### config.mk
export PLATFORM = sky130hd
export DESIGN_NAME = mem_port_arbiter
export DESIGN_NICKNAME = d
export VERILOG_FILES = /design/src/rtl/mem_port_arbiter.sv
export SDC_FILE = /design/constraint.sdc
export NUM_CORES = 1
export LEC_CHECK = 0
export BUFFER_PORTS_ARGS = -buffer_cell sky130_fd_sc_hd__buf_2
export CAP_MARGIN = 20
export CORE_AREA = 4 4 105 107
export DETAILED_ROUTE_END_ITERATION = 6
export DIE_AREA = 0 0 109 111
export GPL_TIMING_DRIVEN = 0
export HOLD_SLACK_MARGIN = 0.06
export PLACE_DENSITY = 0.67
export SYNTH_ARGS = -nofsm -noshare
export SYNTH_HDL_FRONTEND = slang
export SYNTH_SLANG_ARGS = --single-unit
### constraint.sdc
create_clock -name clk -period 4.1 [get_ports clk]
set_input_delay 0.41 -clock clk [delete_from_list [all_inputs] [get_ports clk]]
set_output_delay 0.41 -clock clk [all_outputs]
set_load 0.02 [all_outputs]
### src/rtl/mem_port_arbiter.sv
// Two-requester arbiter (data load/store + read-only fetch) onto one single-port SRAM.
// Data has priority; fetch is forced through after STARVE_LIMIT consecutive denied cycles.
module mem_port_arbiter #(
    parameter int unsigned ADDR_W       = 32,
    parameter int unsigned DATA_W       = 32,
    parameter int unsigned STARVE_LIMIT = 4
) (
    input  logic                  clk,
    input  logic                  rst_n,

    input  logic                  d_req,
    input  logic                  d_we,
    input  logic [ADDR_W-1:0]     d_addr,
    input  logic [DATA_W-1:0]     d_wdata,
    input  logic [DATA_W/8-1:0]   d_be,
    output logic                  d_gnt,
    output logic                  d_rvalid,
    output logic [DATA_W-1:0]     d_rdata,

    input  logic                  i_req,
    input  logic [ADDR_W-1:0]     i_addr,
    output logic                  i_gnt,
    output logic                  i_rvalid,
    output logic [DATA_W-1:0]     i_rdata,

    output logic                  mem_enable,
    output logic                  mem_write_enable,
    output logic [ADDR_W-1:0]     mem_address,
    output logic [DATA_W-1:0]     mem_write_data,
    output logic [DATA_W/8-1:0]   mem_byte_enable,
    input  logic [DATA_W-1:0]     mem_read_data,

    output logic                  starved
);

    typedef enum logic [1:0] {
        IDLE,
        RD_DATA,
        RD_FETCH
    } owner_t;

    owner_t              r_owner;
    logic [3:0]          r_starve_cnt;
    logic [DATA_W-1:0]   r_d_hold;
    logic [DATA_W-1:0]   r_i_hold;
    logic                w_starved;
    logic                w_d_gnt;
    logic                w_i_gnt;

    assign w_starved = (r_starve_cnt == 4'(STARVE_LIMIT));

    // Grants are gated by rst_n so the SRAM port is idle for the whole reset window.
    always_comb begin
        w_i_gnt = rst_n && i_req && (!d_req || w_starved);
        w_d_gnt = rst_n && d_req && !w_i_gnt;
    end

    assign d_gnt   = w_d_gnt;
    assign i_gnt   = w_i_gnt;
    assign starved = w_starved;

    always_comb begin
        mem_enable       = 1'b0;
        mem_write_enable = 1'b0;
        mem_address      = '0;
        mem_write_data   = '0;
        mem_byte_enable  = '1;
        if (w_d_gnt) begin
            mem_enable       = 1'b1;
            mem_write_enable = d_we;
            mem_address      = d_addr;
            mem_write_data   = d_wdata;
            mem_byte_enable  = d_be;
        end else if (w_i_gnt) begin
            mem_enable       = 1'b1;
            mem_address      = i_addr;
        end
    end

    always_ff @(posedge clk or negedge rst_n) begin
        if (!rst_n) begin
            r_owner      <= IDLE;
            r_starve_cnt <= '0;
            r_d_hold     <= '0;
            r_i_hold     <= '0;
        end else begin
            if (w_i_gnt)
                r_owner <= RD_FETCH;
            else if (w_d_gnt && !d_we)
                r_owner <= RD_DATA;
            else
                r_owner <= IDLE;

            if (i_req && !w_i_gnt)
                r_starve_cnt <= w_starved ? r_starve_cnt : r_starve_cnt + 4'd1;
            else
                r_starve_cnt <= '0;

            if (r_owner == RD_DATA)
                r_d_hold <= mem_read_data;
            if (r_owner == RD_FETCH)
                r_i_hold <= mem_read_data;
        end
    end

    // Read data passes straight through in the response cycle, then the capture holds it.
    always_comb begin
        d_rvalid = (r_owner == RD_DATA);
        i_rvalid = (r_owner == RD_FETCH);
        d_rdata  = d_rvalid ? mem_read_data : r_d_hold;
        i_rdata  = i_rvalid ? mem_read_data : r_i_hold;
    end

endmodule

==> flow_metrics.py, run 1 <==
metrics = {
    "routing": {
        "postRouteAntennaNets": 0,
        "average_wire_per_cell_in_the_routed_design_um": 19.1,
        "drt_pass1_iterations": 4,
        "vias": 3141,
        "post-route-drc-count": 0,
        "post_drt_via_cell_ratio": 4.66,
        "drt-initial-drc-count": 146,
        "final_wl_um": 12900,
    },
    "critical_path": {
        "timing.rr.end": "r_owner[0]",
        "number_of_cells_on_the_worst_reg_to_reg_path": 7,
        "reg2reg_from": "r_starve_cnt[0]",
        "cells_along_the_critical_path": "buf_4 -> nand2_1 -> a21oi_4 -> buf_4 -> a22o_1 -> buf_2",
        "critical_path.top_delay_family": "buffers and inverters",
        "critical_path.startpoint": "rst_n",
        "path_max_fanout": 74,
        "critPathLaunchType": "input port",
        "critical_path_arrival_ns": 2.27,
        "timing.setup.critical_path_class": "input port to output port",
        "worst_ep_required_time_ns": 3.69,
        "crit_path_end_kind": "output port",
        "setup.reg_to_reg.worst_slack_ns": 2.45,
        "critical_path.slowest_cell": "sky130_fd_sc_hd__buf_4",
        "path_common_cell": "sky130_fd_sc_hd__buf_4",
        "critical_path_buf_inv_count": 3,
        "max_stage_delay_ns": 0.69,
    },
    "clock_network": {
        "post-cts-setup-buffers": 0,
        "post_cts_hold_buffer_count": 0,
        "worstSkewPairLatency_ns": 0.34,
        "cts_inserted_buffers": 9,
        "ctsRootBufferMaster": "sky130_fd_sc_hd__clkbuf_8",
        "postCtsResizedCells": 0,
        "tritoncts": "built",
        "tritoncts_num_sinks": 70,
        "clk_path_buf_depth": 2,
        "cts.reportedPaths.clkPinSlew_ns": 0.08,
        "h_tree_levels": 3,
    },
    "layout": {
        "final_cell_mix": "286 x sky130_fd_sc_hd__buf_2, 70 x sky130_fd_sc_hd__dfrtp_1, 64 x sky130_fd_sc_hd__mux2_2, 33 x sky130_fd_sc_hd__and2_1, 32 x sky130_fd_sc_hd__a22o_1",
        "n_antenna_cell": 0,
        "cell_area_after_layout_um2": 5030,
        "final_common_cell": "sky130_fd_sc_hd__buf_2",
        "flow.area_growth_from_synthesis_pct": 53.2,
        "layout-drive-gt1-share": 0.699,
        "finalNetCount": 673,
    },
    "floorplanning": {
        "core_area_um2": 10100,
        "floorplan.rows": 37,
        "design.portCount": 276,
        "starting_density_of_the_core": 0.324,
        "design.die.area_um2": 12100,
        "dieWidth_um": 109,
        "die_h_um": 111,
    },
    "power": {
        "p_total_w": 0.00222,
        "vdd_drop_max_uv": 182,
        "p_leak_nw": 2.75,
        "power.density_cell_area_nw_per_um2": 441,
    },
    "run_status": {
        "run_status": "finished, final reports clean",
    },
    "grt": {
        "grt_max_degree": 75,
        "global_route.usage.total": 0.212,
        "grt_antenna_before_repair": 1,
        "globalRoute.totalOverflow": 0,
        "first_global_vias": 3455,
        "grt_first_pass_wirelength_um": 19300,
    },
    "placed_design": {
        "hpwlAfterDp_um": 11100,
        "io_buffers": 275,
        "postPlaceCellArea_um2": 4830,
        "gpl.final_weighted_congestion": 0.908,
    },
    "synthesis": {
        "mappedNetlistArea_um2": 3280,
        "synth-seq-area-share": 0.534,
        "synthesized_flop_and_latch_total": 70,
        "yosysUniqueCellTypes": 24,
        "synthesis.nets": 387,
        "synthArstFlopShare": 1.00,
        "synth-warning-count": 0,
        "synth-main-ff-cell": "sky130_fd_sc_hd__dfrtp_1",
        "synth_edf_count": 0,
        "synth_area_per_cell_um2": 13.2,
        "syn_inst": 248,
    },
    "sta": {
        "setup_tns_ns": 0,
        "finalCriticalPeriod_ns": 2.68,
        "grt_setup_unrepaired": "false",
        "report.final.hold_viol_count": 0,
        "setup-violations-final": 0,
        "final_max_slew_viol_count": 0,
        "worstMarginPinSlew_ns": 0.904,
        "clock.fmax_mhz": 373,
        "fin_worst_skew_ns": 0.00942,
        "min_period_over_period": 0.653,
        "worst_slew_margin_rel": 0.397,
    },
    "min_path": {
        "worstHoldPathType": "input port to asynchronous set/reset pin",
    },
    "run": {
        "drv_cap": 0,
    },
}
worst max path at each step:
stage | end | slack [ns] | cells after the start
3_5_place_dp | mem_address[0] | 1.35 | 6
3_3_place_gp | mem_address[24] | 0.82 | 6
6_report | mem_address[0] | 1.42 | 6
5_1_grt | mem_address[0] | 1.14 | 6
2_1_floorplan | mem_write_data[22] | 2.13 | 7
4_1_cts | mem_address[0] | 1.35 | 6
layer usage:
layer  GRT usage  up-vias  routed length (µm)
li1            -     1446                   -
met1       0.215     1482                4470
met3      0.0827       29                1360
met4      0.0934        0                 485
met5           0        -                   0
met2       0.376      184                6590
registers in the layout, indices dropped and copies added (netlist names):
signal,count
r_i_hold,32
r_d_hold,32
r_owner,2
r_starve_cnt,4
where the power goes:
| group | switching [W] | total [W] | internal (W) |
|---|---|---|---|
| Clock | 0.000253 | 0.000548 | 0.000295 |
| Combinational | 0.000480 | 0.000799 | 0.000319 |
| Sequential | 0.0000372 | 0.000871 | 0.000834 |
area by class of cell:
class / instances / area, µm²
Multi-Input combinational cell: 155 / 1410
Timing Repair Buffer: 275 / 1380
Tap cell: 136 / 170
Buffer: 18 / 100
Clock buffer: 10 / 138
Clock inverter: 5 / 60.1
Sequential cell: 70 / 1750
Fill cell: 947 / 5110
Inverter: 5 / 18.8
through the flow:
stage	cells	hold slack (ns)	util	setup slack (ns)
after floorplan	248	0.114	-	2.13
after global placement	659	0.475	0.476	0.820
after detailed placement	659	0.478	0.477	1.35
after CTS	674	0.219	0.496	1.35
after global routing	674	0.265	0.496	1.14
final	674	0.208	0.496	1.42
cell families after synthesis:
group / synth area share
AOI/OAI and AO/OA: 0.0999
xor gates and xnor gates: 0.00534
adders and majority gates: 0.00762
buffers and inverters: 0.0362
DFF: 0.534
muxes: 0.226
and+or+nand+nor: 0.0918
synthesized netlist by cell type (2+ instances only):
cell | n | area share
sky130_fd_sc_hd__clkbuf_2 | 2 | 0.0030
sky130_fd_sc_hd__dfrtp_1 | 70 | 0.53
sky130_fd_sc_hd__nor2b_1 | 2 | 0.0038
sky130_fd_sc_hd__buf_2 | 12 | 0.018
sky130_fd_sc_hd__nand2b_1 | 5 | 0.0095
sky130_fd_sc_hd__mux2_2 | 64 | 0.22
sky130_fd_sc_hd__nand2_1 | 2 | 0.0023
sky130_fd_sc_hd__mux2i_1 | 2 | 0.0061
sky130_fd_sc_hd__and2_1 | 33 | 0.063
sky130_fd_sc_hd__xnor2_1 | 2 | 0.0053
sky130_fd_sc_hd__inv_1 | 4 | 0.0046
sky130_fd_sc_hd__a22o_1 | 32 | 0.085
sky130_fd_sc_hd__ha_1 | 2 | 0.0076
sky130_fd_sc_hd__nor3_1 | 3 | 0.0046
sky130_fd_sc_hd__buf_4 | 4 | 0.0091
(Power assumes the default switching activity.)
==> run 2: changes to the inputs <==
Settings changed: CORE_AREA 4 4 105 107 to 4 4 106 108, DIE_AREA 0 0 109 111 to 0 0 110 112, PLACE_DENSITY 0.67 to 0.66.
Clock period 4.1 ns to 2.6 ns, I/O delays scaled along.
==> run 2 against run 1 <==
Worst hold slack lost 0.31 ns. Sequential cell count unchanged. Critical path depth increased by 2. Combinational power increased by 58%. Die area grew 1.8%. The flow now finishes with violations (negative hold slack). First-iteration DRC count fell by 30%. Highest routed layer is now met5. Clock skew increased by 0.0034 ns.
==> flow_metrics.py, run 2 (same netlist as run 1, synthesis figures left out) <==
metrics = {
    "run_status": {
        "run_status": "complete, but fails checks",
        "violations": "negative hold slack",
    },
    "sta": {
        "worst_slew_margin_rel": 0.572,
        "worstMarginPinSlew_ns": 0.642,
        "clock.fmax_mhz": 406,
        "setup-violations-final": 0,
        "grt_setup_unrepaired": "false",
        "min_period_over_period": 0.948,
        "final_max_slew_viol_count": 0,
        "final.hold.worst_slack_ns": -0.0972,
        "report.final.hold_viol_count": 70,
        "finalCriticalPeriod_ns": 2.47,
        "fin_worst_skew_ns": 0.0128,
    },
    "floorplanning": {
        "die_h_um": 112,
        "design.portCount": 276,
        "dieWidth_um": 110,
        "core_area_um2": 10200,
        "floorplan.rows": 37,
        "starting_density_of_the_core": 0.321,
        "design.die.area_um2": 12300,
    },
    "placed_design": {
        "io_buffers": 275,
        "gpl.final_weighted_congestion": 0.922,
        "postPlaceCellArea_um2": 4830,
        "dp.cells": 659,
        "hpwlAfterDp_um": 11200,
    },
    "power": {
        "power.density_cell_area_nw_per_um2": 725,
        "p_leak_nw": 2.77,
        "vdd_drop_max_uv": 367,
        "p_total_w": 0.00369,
    },
    "routing": {
        "final_wl_um": 12900,
        "postRouteAntennaNets": 0,
        "drt-initial-drc-count": 102,
        "drt_pass1_iterations": 4,
        "vias": 3156,
        "average_wire_per_cell_in_the_routed_design_um": 19.2,
        "post_drt_via_cell_ratio": 4.68,
        "post-route-drc-count": 0,
    },
    "clock_network": {
        "tritoncts": "built",
        "ctsRootBufferMaster": "sky130_fd_sc_hd__clkbuf_8",
        "cts.reportedPaths.clkPinSlew_ns": 0.08,
        "h_tree_levels": 3,
        "tritoncts_num_sinks": 70,
        "cts_inserted_buffers": 9,
        "clk_path_buf_depth": 2,
        "worstSkewPairLatency_ns": 0.34,
        "post_cts_hold_buffer_count": 0,
    },
    "layout": {
        "flow.area_growth_from_synthesis_pct": 55.0,
        "final_common_cell": "sky130_fd_sc_hd__buf_2",
        "finalNetCount": 673,
        "layout-drive-gt1-share": 0.699,
        "largestRegisters": "r_d_hold: 32 flops, r_i_hold: 32 flops, r_starve_cnt: 4 flops",
        "layoutNonFillerInstCount": 674,
        "n_antenna_cell": 0,
        "cell_area_after_layout_um2": 5090,
        "final_cell_mix": "285 x sky130_fd_sc_hd__buf_2, 70 x sky130_fd_sc_hd__dfrtp_1, 64 x sky130_fd_sc_hd__mux2_2, 33 x sky130_fd_sc_hd__and2_1, 32 x sky130_fd_sc_hd__a22o_1",
    },
    "critical_path": {
        "critical_path.top_delay_family": "buffers and inverters",
        "crit_cells": 8,
        "critical_path_buf_inv_count": 4,
        "timing.rr.end": "r_owner[0]",
        "critPathLaunchType": "register",
        "cells_along_the_critical_path": "inv_1 -> ha_1 -> nand3b_4 -> inv_2 -> a21oi_4 -> buf_4 -> a22o_1 -> buf_2",
        "max_stage_delay_ns": 0.40,
        "crit_path_end_kind": "output port",
        "number_of_cells_on_the_worst_reg_to_reg_path": 7,
        "critical_path_arrival_ns": 2.21,
        "critical_path.slowest_cell": "sky130_fd_sc_hd__dfrtp_1",
        "endpoint": "mem_address[1]",
        "timing.setup.critical_path_class": "register to output port",
        "path_max_fanout": 10,
        "reg2reg_from": "r_starve_cnt[0]",
        "critical_path.startpoint": "r_starve_cnt[0]",
        "worst_ep_required_time_ns": 2.34,
        "setup.reg_to_reg.worst_slack_ns": 0.92,
    },
    "min_path": {
        "worstHoldPathType": "input port to asynchronous set/reset pin",
    },
    "run": {
        "drv_cap": 0,
    },
    "grt": {
        "grt_antenna_before_repair": 6,
        "globalRoute.totalOverflow": 0,
        "grt_max_degree": 75,
        "grt_first_pass_wirelength_um": 18800,
        "global_route.usage.total": 0.206,
        "first_global_vias": 3328,
    },
}
-- run 2: how the worst min path moves through the flow --
stage	start	to	slack, ns
after global routing	rst_n	r_i_hold[8]	-0.03
after floorplan	rst_n	r_d_hold[0]	-0.04
after CTS	rst_n	r_d_hold[15]	0.06
after detailed placement	d_we	r_owner[0]	0.43
after global placement	d_we	r_owner[0]	0.43
final	rst_n	r_d_hold[9]	-0.1
-- run 2: cell type report --
type                       instances  area [µm²]
timing repair buffer             275        1380
tap                              136         170
fill                             964        5140
multi-input combinational        155        1420
sequential                        70        1750
clock buffer                      10         138
clock inverter                     5         106
inverter                           5        18.8
buffer                            18         103
-- run 2: per-stage QoR --
step	utilization	worst slack [ns]	hold WS, ns	TNS (ns)
2_1_floorplan	-	0.782	-0.0356	0
3_3_place_gp	0.472	-0.386	0.430	-19.02
3_5_place_dp	0.472	0.134	0.432	0
4_1_cts	0.496	0.0511	0.0632	0
5_1_grt	0.497	0.00563	-0.0303	0
6_report	0.497	0.135	-0.0972	0
-- run 2: repair_timing --
item / 4_1_cts / 5_1_grt
setup endpoints to repair: 0 / 27
setup buffers: 0 / 0
endpoints found under the hold margin: 0 / 70
resized for setup: 0 / 3
-- run 2: power by group --
| part | total (W) | switching [W] | internal (W) | leakage [nW] |
|---|---|---|---|---|
| Sequential | 0.00137 | 0.0000557 | 0.00131 | 0.833 |
| Combinational | 0.00126 | 0.000759 | 0.000504 | 1.82 |
| Clock | 0.00106 | 0.000397 | 0.000661 | 0.119 |
-- run 2: layer usage --
metal | vias up | wire length [µm] | global-route usage | part of all wire
met5 | - | 75 | 0 | 0.0058
met4 | 12 | 503 | 0.0981 | 0.039
met3 | 38 | 1330 | 0.0707 | 0.10
met2 | 173 | 6490 | 0.356 | 0.50
met1 | 1486 | 4530 | 0.220 | 0.35
li1 | 1447 | - | - | -
==> run 3: changes to the inputs <==
--- a/config.mk
+++ b/config.mk
@@ -12,5 +12,5 @@
 export DIE_AREA = 0 0 110 112
 export GPL_TIMING_DRIVEN = 0
-export HOLD_SLACK_MARGIN = 0.06
+export HOLD_SLACK_MARGIN = 0.15
 export PLACE_DENSITY = 0.66
 export SYNTH_ARGS = -nofsm -noshare
==> constraint.sdc (replaced) <==
create_clock -name clk -period 2.6 [get_ports clk]
set_input_delay 0.13 -clock clk [delete_from_list [all_inputs] [get_ports clk]]
set_output_delay 0.13 -clock clk [all_outputs]
set_load 0.02 [all_outputs]
==> run 3 against run 2 <==
The run still ends with negative hold slack left. Core utilization is 3.2 points higher. Largest power group unchanged. Sequential share of layout area is 2.1 points lower. Combinational power is 4% higher. Global-route usage is 1.0 points higher. Die area stayed put. Clock power hardly changed. Cell count is 5.0% higher. Clock skew is 0.00060 ns lower. Design area is 6.4% higher.
==> flow_metrics.py, run 3 (same netlist as run 1, synthesis figures left out) <==
metrics = {
    "run_status": {
        "run_status": "complete, but fails checks",
        "violations": "negative hold slack",
    },
    "layout": {
        "layout-drive-gt1-share": 0.657,
        "final_layout_fill_cell_count": 929,
        "multi_input_comb_area_um2": 1410,
        "seqCellArea_um2": 1750,
        "final_common_cell": "sky130_fd_sc_hd__buf_2",
        "finalNetCount": 707,
        "cell_area_after_layout_um2": 5420,
        "end_of_flow_core_utilization": 0.529,
        "largestRegisters": "r_d_hold: 32 flops, r_i_hold: 32 flops, r_starve_cnt: 4 flops",
        "n_antenna_cell": 0,
        "flow.area_growth_from_synthesis_pct": 65.0,
        "final_cell_mix": "286 x sky130_fd_sc_hd__buf_2, 70 x sky130_fd_sc_hd__dfrtp_1, 64 x sky130_fd_sc_hd__mux2_2, 34 x sky130_fd_sc_hd__dlygate4sd3_1, 33 x sky130_fd_sc_hd__and2_1",
    },
    "power": {
        "p_total_w": 0.00374,
        "power.density_cell_area_nw_per_um2": 691,
        "vdd_drop_max_uv": 372,
        "p_leak_nw": 2.91,
    },
    "grt": {
        "first_global_vias": 3568,
        "globalRoute.totalOverflow": 0,
        "grt_antenna_before_repair": 5,
        "grt_max_degree": 75,
        "grt_first_pass_wirelength_um": 19800,
        "global_route.usage.total": 0.216,
    },
    "sta": {
        "final_max_slew_viol_count": 0,
        "clock.fmax_mhz": 421,
        "post-route-worst-setup-slack_ns": 0.227,
        "fin_worst_skew_ns": 0.0122,
        "report.final.hold_viol_count": 70,
        "finalCriticalPeriod_ns": 2.37,
        "worstMarginPinSlew_ns": 0.873,
        "grt_setup_unrepaired": "false",
        "worst_slew_margin_rel": 0.418,
        "final.hold.worst_slack_ns": -0.0910,
        "setup-violations-final": 0,
        "min_period_over_period": 0.913,
    },
    "critical_path": {
        "setup.reg_to_reg.worst_slack_ns": 0.93,
        "critical_path_arrival_ns": 2.24,
        "critical_path_buf_inv_count": 3,
        "crit_cells": 7,
        "timing.rr.end": "r_owner[0]",
        "path_common_cell": "sky130_fd_sc_hd__buf_2",
        "number_of_cells_on_the_worst_reg_to_reg_path": 7,
        "max_stage_delay_ns": 0.41,
        "critical_path.slowest_cell": "sky130_fd_sc_hd__dfrtp_1",
        "endpoint": "mem_address[25]",
        "reg2reg_from": "r_starve_cnt[0]",
        "critical_path.startpoint": "r_starve_cnt[0]",
        "worst_ep_required_time_ns": 2.47,
        "crit_path_end_kind": "output port",
        "critPathLaunchType": "register",
        "cells_along_the_critical_path": "inv_1 -> ha_1 -> nand3b_4 -> a21oi_2 -> buf_2 -> a22o_1 -> buf_2",
        "timing.setup.critical_path_class": "register to output port",
        "critical_path.top_delay_family": "buffers and inverters",
        "path_max_fanout": 11,
    },
    "clock_network": {
        "clk_path_buf_depth": 2,
        "post_cts_hold_buffer_count": 34,
        "ctsRootBufferMaster": "sky130_fd_sc_hd__clkbuf_8",
        "worstSkewPairLatency_ns": 0.34,
        "tritoncts_num_sinks": 70,
        "tritoncts": "built",
        "cts_inserted_buffers": 9,
        "cts.reportedPaths.clkPinSlew_ns": 0.08,
        "h_tree_levels": 3,
        "post-cts-setup-buffers": 0,
    },
    "placed_design": {
        "placement.setup.worst_slack_ns": 0.394,
        "postPlaceCellArea_um2": 4830,
        "io_buffers": 275,
        "hpwlAfterDp_um": 11200,
        "gpl.final_weighted_congestion": 0.922,
    },
    "routing": {
        "drt_pass1_iterations": 4,
        "drt-initial-drc-count": 122,
        "post-route-drc-count": 0,
        "postRouteAntennaNets": 0,
        "vias": 3294,
        "average_wire_per_cell_in_the_routed_design_um": 19.2,
        "final_wl_um": 13600,
        "post_drt_via_cell_ratio": 4.65,
    },
    "floorplanning": {
        "dieWidth_um": 110,
        "starting_density_of_the_core": 0.321,
        "floorplan.rows": 37,
        "design.portCount": 276,
        "design.die.area_um2": 12300,
        "core_area_um2": 10200,
        "die_h_um": 112,
    },
    "run": {
        "drv_cap": 0,
    },
    "min_path": {
        "worstHoldPathType": "input port to asynchronous set/reset pin",
    },
}
## run 3: area by class of cell
cell class,instances,area share
plain buffers,18,0.0185
clock inverters,5,0.0196
clock buffers,10,0.0254
flip-flops and latches,70,0.323
multi-input cells,155,0.261
well taps,136,0.0314
repair buffers,309,0.317
inverters,5,0.00347
## run 3: worst min path at each step
stage | depth (start not counted) | endpoint | start
after CTS | 1 | r_d_hold[15] | rst_n
after detailed placement | 2 | r_owner[0] | d_we
after global placement | 2 | r_owner[0] | d_we
after floorplan | 0 | r_d_hold[0] | rst_n
after global routing | 1 | r_d_hold[8] | rst_n
final | 1 | r_i_hold[8] | rst_n
## run 3: worst register-to-register path, stage by stage (launching register included)
cell and delay [ns]:
sky130_fd_sc_hd__dfrtp_1 0.39, sky130_fd_sc_hd__inv_1 0.08, sky130_fd_sc_hd__ha_1 0.24, sky130_fd_sc_hd__nand3b_4 0.13
sky130_fd_sc_hd__inv_2 0.08, sky130_fd_sc_hd__a21oi_4 0.29, sky130_fd_sc_hd__buf_4 0.24, sky130_fd_sc_hd__nor2b_1 0.14
## run 3: layer usage
| metal | up-vias | part of all wire | global-route usage |
|---|---|---|---|
| li1 | 1515 | - | - |
| met1 | 1561 | 0.35 | 0.225 |
| met2 | 170 | 0.51 | 0.386 |
| met3 | 38 | 0.089 | 0.0655 |
| met4 | 10 | 0.039 | 0.101 |
| met5 | - | 0.0062 | 0 |
## run 3: report_power, final
part / internal, W / switching [W]
registers: 0.00132 / 0.0000593
logic: 0.000537 / 0.000773
clock network: 0.000661 / 0.000397
total: 0.00251 / 0.00123
## run 3: through the flow
stage,setup TNS (ns),cells,hold slack (ns)
finish,0,708,-0.0910
global placement,-1.42,659,0.300
global route,0,708,-0.0141
detailed placement,0,659,0.302
floorplan,0,248,-0.166
CTS,0,708,-0.0668
## run 3: repair_timing
item / in CTS / in global routing
hold endpoints to repair: 137 / 70
setup endpoints to repair: 0 / 0
resized for setup: 0 / 0
